--- src/rtl/pll_seq_pkg.sv ---
// Shared types and elaboration helpers for the PLL lock reset sequencer.
package pll_seq_pkg;

  typedef enum logic [2:0] {
    HOLD,
    WAIT_LOCK,
    STABLE,
    CORE_UP,
    RUN
  } seq_state_e;

  function automatic int max3(input int a, input int b, input int c);
    int m;
    m = (a > b) ? a : b;
    return (m > c) ? m : c;
  endfunction

  // The counter only ever holds load values of (interval - 1), so clog2 of
  // the largest interval is wide enough; never narrower than one bit.
  function automatic int cnt_width(input int max_val);
    return (max_val <= 2) ? 1 : $clog2(max_val);
  endfunction

endpackage

--- src/rtl/sync_bit.sv ---
// N-stage single-bit synchronizer with asynchronous active-low clear.
module sync_bit #(
  parameter int STAGES = 2
) (
  input  logic clk,
  input  logic rst_n,
  input  logic d_i,
  output logic q_o
);

  logic [STAGES-1:0] sync_q;

  // NOTE: sequential state uses non-blocking assignments so every flop samples
  // the pre-edge value of its neighbour; blocking here would collapse the chain.
  // NOTE: these are ordinary flops, not a memory array, so clearing them on
  // reset is cheap and gives a defined "not locked" value out of reset.
  always_ff @(posedge clk or negedge rst_n) begin
    if (!rst_n) begin
      sync_q <= '0;
    end else begin
      sync_q <= {sync_q[STAGES-2:0], d_i};
    end
  end

  assign q_o = sync_q[STAGES-1];

endmodule

--- src/rtl/pll_lock_reset_seq.sv ---
// Sequences core and peripheral resets from a qualified, synchronized PLL lock,
// re-asserting both on lock loss and keeping a debug loss counter.
module pll_lock_reset_seq
  import pll_seq_pkg::*;
#(
  parameter int SYNC_STAGES    = 2,
  parameter int STABLE_CYCLES  = 1024,
  parameter int STAGGER_CYCLES = 16,
  parameter int HOLD_CYCLES    = 8,
  parameter int LOSS_CNT_W     = 8
) (
  input  logic                  clock,
  input  logic                  reset_n,
  input  logic                  pll_locked,
  input  logic                  clear_loss,
  output logic                  rst_core_n,
  output logic                  rst_periph_n,
  output logic                  ready,
  output logic                  loss_sticky,
  output logic [LOSS_CNT_W-1:0] loss_count
);

  localparam int CNT_MAX = max3(STABLE_CYCLES, STAGGER_CYCLES, HOLD_CYCLES);
  localparam int CNT_W   = cnt_width(CNT_MAX);

  localparam logic [CNT_W-1:0] HOLD_LOAD    = CNT_W'(HOLD_CYCLES - 1);
  localparam logic [CNT_W-1:0] STABLE_LOAD  = CNT_W'(STABLE_CYCLES - 1);
  localparam logic [CNT_W-1:0] STAGGER_LOAD = CNT_W'(STAGGER_CYCLES - 1);

  logic                  lock_s;
  seq_state_e            state_q, state_d;
  logic [CNT_W-1:0]      cnt_q, cnt_d;
  logic                  loss_evt;
  logic                  rst_core_n_q, rst_periph_n_q, ready_q;
  logic                  loss_sticky_q, loss_sticky_d;
  logic [LOSS_CNT_W-1:0] loss_count_q, loss_count_d;

  sync_bit #(
    .STAGES(SYNC_STAGES)
  ) u_lock_sync (
    .clk  (clock),
    .rst_n(reset_n),
    .d_i  (pll_locked),
    .q_o  (lock_s)
  );

  // NOTE: every signal written below gets a default first, so no path through
  // the case statement can leave a value unassigned and infer a latch.
  always_comb begin
    state_d  = state_q;
    cnt_d    = cnt_q;
    loss_evt = 1'b0;

    case (state_q)
      HOLD: begin
        if (cnt_q == '0) begin
          state_d = WAIT_LOCK;
        end else begin
          cnt_d = cnt_q - 1'b1;
        end
      end

      WAIT_LOCK: begin
        if (lock_s) begin
          state_d = STABLE;
          cnt_d   = STABLE_LOAD;
        end
      end

      // Any low sample restarts qualification from scratch.
      STABLE: begin
        if (!lock_s) begin
          state_d = WAIT_LOCK;
        end else if (cnt_q == '0) begin
          state_d = CORE_UP;
          cnt_d   = STAGGER_LOAD;
        end else begin
          cnt_d = cnt_q - 1'b1;
        end
      end

      CORE_UP: begin
        if (!lock_s) begin
          loss_evt = 1'b1;
          state_d  = HOLD;
          cnt_d    = HOLD_LOAD;
        end else if (cnt_q == '0) begin
          state_d = RUN;
        end else begin
          cnt_d = cnt_q - 1'b1;
        end
      end

      RUN: begin
        if (!lock_s) begin
          loss_evt = 1'b1;
          state_d  = HOLD;
          cnt_d    = HOLD_LOAD;
        end
      end

      default: begin
        state_d = HOLD;
        cnt_d   = HOLD_LOAD;
      end
    endcase
  end

  // A loss in the same cycle as a clear is applied after the clear, so it wins.
  always_comb begin
    loss_sticky_d = loss_sticky_q;
    loss_count_d  = loss_count_q;

    if (clear_loss) begin
      loss_sticky_d = 1'b0;
      loss_count_d  = '0;
    end

    if (loss_evt) begin
      loss_sticky_d = 1'b1;
      if (loss_count_d != {LOSS_CNT_W{1'b1}}) begin
        loss_count_d = loss_count_d + 1'b1;
      end
    end
  end

  always_ff @(posedge clock or negedge reset_n) begin
    if (!reset_n) begin
      state_q <= HOLD;
      cnt_q   <= '0;
    end else begin
      state_q <= state_d;
      cnt_q   <= cnt_d;
    end
  end

  // Outputs decode the next state so they change on the edge entering it.
  always_ff @(posedge clock or negedge reset_n) begin
    if (!reset_n) begin
      rst_core_n_q   <= 1'b0;
      rst_periph_n_q <= 1'b0;
      ready_q        <= 1'b0;
      loss_sticky_q  <= 1'b0;
      loss_count_q   <= '0;
    end else begin
      rst_core_n_q   <= (state_d == CORE_UP) || (state_d == RUN);
      rst_periph_n_q <= (state_d == RUN);
      ready_q        <= (state_d == RUN);
      loss_sticky_q  <= loss_sticky_d;
      loss_count_q   <= loss_count_d;
    end
  end

  assign rst_core_n   = rst_core_n_q;
  assign rst_periph_n = rst_periph_n_q;
  assign ready        = ready_q;
  assign loss_sticky  = loss_sticky_q;
  assign loss_count   = loss_count_q;

endmodule

--- config.mk ---
export PLATFORM = sky130hd
export DESIGN_NAME = pll_lock_reset_seq
export DESIGN_NICKNAME = d
export VERILOG_FILES = /design/src/rtl/pll_seq_pkg.sv /design/src/rtl/sync_bit.sv /design/src/rtl/pll_lock_reset_seq.sv
export SDC_FILE = /design/constraint.sdc
export NUM_CORES = 1
export LEC_CHECK = 0
export BUFFER_PORTS_ARGS = -buffer_cell sky130_fd_sc_hd__clkbuf_2
export CAP_MARGIN = 10
export CORE_MARGIN = 10
export CORE_UTILIZATION = 50
export DETAILED_ROUTE_END_ITERATION = 12
export PLACE_DENSITY = 0.71
export REMOVE_ABC_BUFFERS = 1
export SETUP_SLACK_MARGIN = 0.1
export SLEW_MARGIN = 20
export SYNTH_ARGS = -nofsm -noshare
export SYNTH_HDL_FRONTEND = slang
export SYNTH_HIERARCHICAL = 1
export SYNTH_SLANG_ARGS = --single-unit
--- constraint.sdc ---
create_clock -name clock -period 3.3 [get_ports clock]
set_clock_uncertainty 0.15 [all_clocks]
set_input_delay 0.33 -clock clock [delete_from_list [all_inputs] [get_ports clock]]
set_output_delay 0.33 -clock clock [all_outputs]
set_load 0.05 [all_outputs]
Word-level counts from Yosys, hierarchy flattened
Index checks and enable logic that the tools add are counted.
- register bits after elaboration: 26
- multiplexer cells: 22
- $add $sub $neg: 2
- reduce and logical (&&, ||, !) cells: 6
- eq/ne operators: 10
- operators by type and width (kind ; count):
    2-to-1 mux 10 bit ; 6
    case mux 10 bit (5 select lines) ; 1
    2-to-1 mux 8 bit ; 3
    2-to-1 mux 3 bit ; 7
    case mux 3 bit (5 select lines) ; 1
    logical NOT 10 bit ; 1
    subtractor 10 x 1 -> 10 bit (second input constant) ; 1
    equality test 3 x 2 -> 1 bit (second input constant) ; 3
    adder 8 x 1 -> 8 bit (second input constant) ; 1
    inequality test 8 bit (second input constant) ; 1
    equality test 3 bit (second input constant) ; 2
    2-to-1 mux 1 bit ; 4
    inequality test 2 x 1 -> 1 bit (second input constant) ; 2
    equality test 3 x 1 -> 1 bit (second input constant) ; 1
    logical NOT 3 bit ; 1
    AND reduction 3 bit ; 1
    inequality test 2 bit (second input constant) ; 1
    nonzero test 2 bit ; 1
    OR reduction 2 bit ; 1
    logical OR 1 bit ; 1

Depth between registers and ports, before layout
- word-level depth: 6
- depth in mapped cells: 11
- gate-level depth less buffers: 10

Modules after synthesis
The synthesis kept the hierarchy.
- by module, submodules not included (module ; area each (µm²) ; instances ; cells each):
    pll_lock_reset_seq ; 1622.8 ; 1 ; 185
    sync_bit ; 50.0 ; 1 ; 2

Least setup slack after synthesis
Ideal clock, no wire load.
- path kind: register -> register
- start: register cnt_q[0]
- end: register cnt_q[0]
- stages on the path, launching flop included: 11
- path slack: 0.807 ns
- clock period less this slack: 2.493 ns
- arrival: 2.222 ns
- cell sequence: dfrtp_1 > inv_1 > ha_1 > or4b_1 > buf_2 > nor3_2 > inv_2 > ha_1 > a21oi_1 > a31oi_1 > o22a_1
- longest elaborated chain between the ends: 4
- RTL lines (item ; RTL line ; source):
    from (decl) ; pll_lock_reset_seq.sv:32 ; logic [CNT_W-1:0] cnt_q, cnt_d;
    from (signal assigned) ; pll_lock_reset_seq.sv:133 ; cnt_q <= cnt_d;
    subtractor 10 x 1 -> 10 bit or logical NOT 10 bit (tied branches) ; n/a ;
    2-to-1 mux 10 bit, on equally long branches ; pll_lock_reset_seq.sv:56, pll_lock_reset_seq.sv:87, pll_lock_reset_seq.sv:74 ;
    2-to-1 mux 10 bit, on equally long branches ; pll_lock_reset_seq.sv:83, pll_lock_reset_seq.sv:72 ;
    case mux 10 bit (5 select lines) * ; pll_lock_reset_seq.sv:54 ; case (state_q)
Mark *: on every way between the ends. The rest lies on a longest branch, timed or not. The select of a mux whose other input is x is not followed.
A chain may end at the register's enable or synchronous reset.

Worst setup path after layout
Same ends and word-level chain as after synthesis.

==> flow_summary_export.csv <==
group,metric,value,unit
pwr,powerDensity,622.3,mW/mm²
pwr,p_leak,0.0007945,µW
cells_and_area,nets,202,
drt,drt_iter0_markers,198,
clock_network,clk_pin_slew,0.12,ns
setup_path,crit_start,"cnt_q[0]",
global_route,grt_use_total,12.75,%
setup_path,cp.required,3.37,ns
yosys,post_synth.cell_area_avg,8.946,µm²
yosys,ys_warn_count,6,
run,drv_cap,0,
clock_network,cts_resized,0,
global_route,grt_pass1_wl,6437,µm
drt,wl,3832,µm
sta,slew_violations,0,
placement,hpwl,2820,µm
global_route,overflow,0,
yosys,synth_cell_types,54,
clock_network,clk_latency,0.33,ns
floorplanning,die_width,77.84,µm
sta,fin_crit,2.785,ns
sta,worst_pin_slew,0.7640,ns
placement,placed_cells,231,
hold_path,hold_class,"primary input to flop",
floorplanning,core_area,0.003128,mm²
sta,period_share,84.38,%
sta,hold_viol,0,
floorplanning,initial_core_util,53.48,%
setup_path,r2r_slack,0.52,ns
setup_path,critical_path.endpoint_type,"flop",
cells_and_area,diodes,0,
drt,vias_per_cell,6.008,
clock_network,cts_buffers,3,
setup_path,worst-r2r-cell-count,9,
sta,layout_setup_ws,0.5155,ns
sta,tns,0,ns
pwr,ir_worst_vdd,352.7,µV
clock_network,htree_levels,1,
floorplanning,ios,16,
yosys,synth.top_cell.area_share,38.89,%
drt,ant_nets,0,
sta,rsz0062_at_grt,"false",
drt,wire_per_inst,16.24,µm
yosys,seq_area_frac_synth,38.89,%
yosys,yosysMostFrequentCell,"dfrtp_1",
placement,gp_congestion,0.8997,
global_route,antenna_found_initial,0,
yosys,yosys-top-cells-area,"dfrtp_1, ha_1, nand4_1",
yosys,synthFlopType,"dfrtp_1",
yosys,yosysTopAreaCell,"dfrtp_1",
placement,portBuffers,15,
setup_path,crit_path_start_kind,"flop",
yosys,synth_edf_count,0,
yosys,syn-cell-area,0.001673,mm²
floorplanning,rows,20,
sta,timing.fmax,0.3591,GHz
cells_and_area,final_layout_size_suffix_gt1_share,14.06,%
sta,setup_viol_count_final,0,
floorplanning,die_area,0.006059,mm²
clock_network,cts_buffer_depth,2,
clock_network,cts_root_buf,"clkbuf_4",
sta,slew_headroom,48.60,%
pwr,power,1111,µW
drt,num_vias,1418,
setup_path,timing.rr.end,"cnt_q[0]",
yosys,async_flop_share,100.0,%
placement,pre_cts_slack,0.5410,ns
yosys,synth_commonest_cells,"dfrtp_1, clkbuf_1, nand2_1, inv_1",
setup_path,cp_max_fo,8,
setup_path,path_class,"flop to flop",
drt,drc,0,
drt,first_pass_iters,4,
global_route,grt_max_degree,27,
clock_network,cts_tree,"done",
cells_and_area,area_growth,6.731,%
setup_path,reg2reg_from,"cnt_q[0]",
floorplanning,chipHeight,77.84,µm
yosys,ys_seq_elements,26,
yosys,synthCells,187,
setup_path,cp.arrival,2.85,ns
global_route,grt_pass1_vias,1379,
cells_and_area,finalNonFillerCells,236,
setup_path,crit_end,"cnt_q[0]",
clock_network,cts_sinks,26,
outcome,status,"finished, final reports clean",
cell type report:
type | instances | area [µm²]
repair buffers | 18 | 102.6
well taps | 44 | 55.05
multi-input cells | 134 | 913.4
inverters | 11 | 41.29
clock buffers | 3 | 22.52
fillers | 292 | 1343
flip-flops and latches | 26 | 650.6
how the worst min path moves through the flow:
stage / start / to / slack [ns] / cells after the start
2_1_floorplan: reset_n / cnt_q[0] / -0.12 / 0
3_3_place_gp: u_lock_sync/sync_q[0] / u_lock_sync/sync_q[1] / 0.19 / 0
3_5_place_dp: u_lock_sync/sync_q[0] / u_lock_sync/sync_q[1] / 0.19 / 0
4_1_cts: clear_loss / loss_count[3] / 0.12 / 2
5_1_grt: clear_loss / loss_count[3] / 0.13 / 2
6_report: clear_loss / loss_count[3] / 0.13 / 2
timing repair:
action,4_1_cts,5_1_grt
hold buffers,2,0
setup buffers,0,0
hold endpoints to repair,27,0
registers in the layout, summed over array words and instances (netlist names):
name / count
rst_core_n: 1
cnt_q: 10
u_lock_sync/sync_q: 2
loss_count: 8
ready: 1
loss_sticky: 1
state_q: 3
worst max-delay path, cell delays in order, from the launching register on:
cell and delay (ns):
dfrtp_1 0.45, inv_1 0.10, ha_1 0.13, or4b_1 0.59, nor3_2 0.35, inv_2 0.14, ha_1 0.30, a21oi_1 0.14
a31oi_1 0.10, o22a_1 0.22
cell families after synthesis:
logic type | share of synthesized area (%)
simple gates | 27.60
mux | 0.6731
flops | 38.89
xor+xnor | 1.571
buf+inv | 6.507
compound gates | 21.77
fa+ha+maj | 2.992
routing by layer:
| layer | GRT usage (%) | up-vias | routed length [µm] |
|---|---|---|---|
| li1 | - | 707 | - |
| met1 | 16.09 | 677 | 1786 |
| met2 | 20.32 | 29 | 1850 |
| met3 | 3.687 | 5 | 151 |
| met4 | 4.197 | 0 | 44 |
| met5 | 0 | - | 0 |
metrics by stage:
step	hold WS [ns]	utilization, %	area, µm²
6_report	0.1330	57.08	1785
2_1_floorplan	-0.1156	-	1605
5_1_grt	0.1251	57.08	1785
4_1_cts	0.1232	57.08	1785
3_3_place_gp	0.1917	55.72	1743
3_5_place_dp	0.1935	55.72	1743
power by group:
group / internal (µW) / switching (µW)
Clock: 43.0 / 94.2
Combinational: 208 / 241
Sequential: 394 / 130
Total: 645 / 466
placed cells by master, fill, tap and decap left out, types with 5 or more instances in the layout:
master    netlist  layout
a21oi_1         9       9
nand2_1        12      12
dfrtp_1        26      26
inv_1          10      10
nor2b_1         7       7
nor2_1          6       6
o21ai_0         5       5
clkbuf_2        1      15
and3_1          5       5
nand4_1         8       8
nand3_1         9       9
a21o_1          5       5
Power figures use the tool's default switching activity.
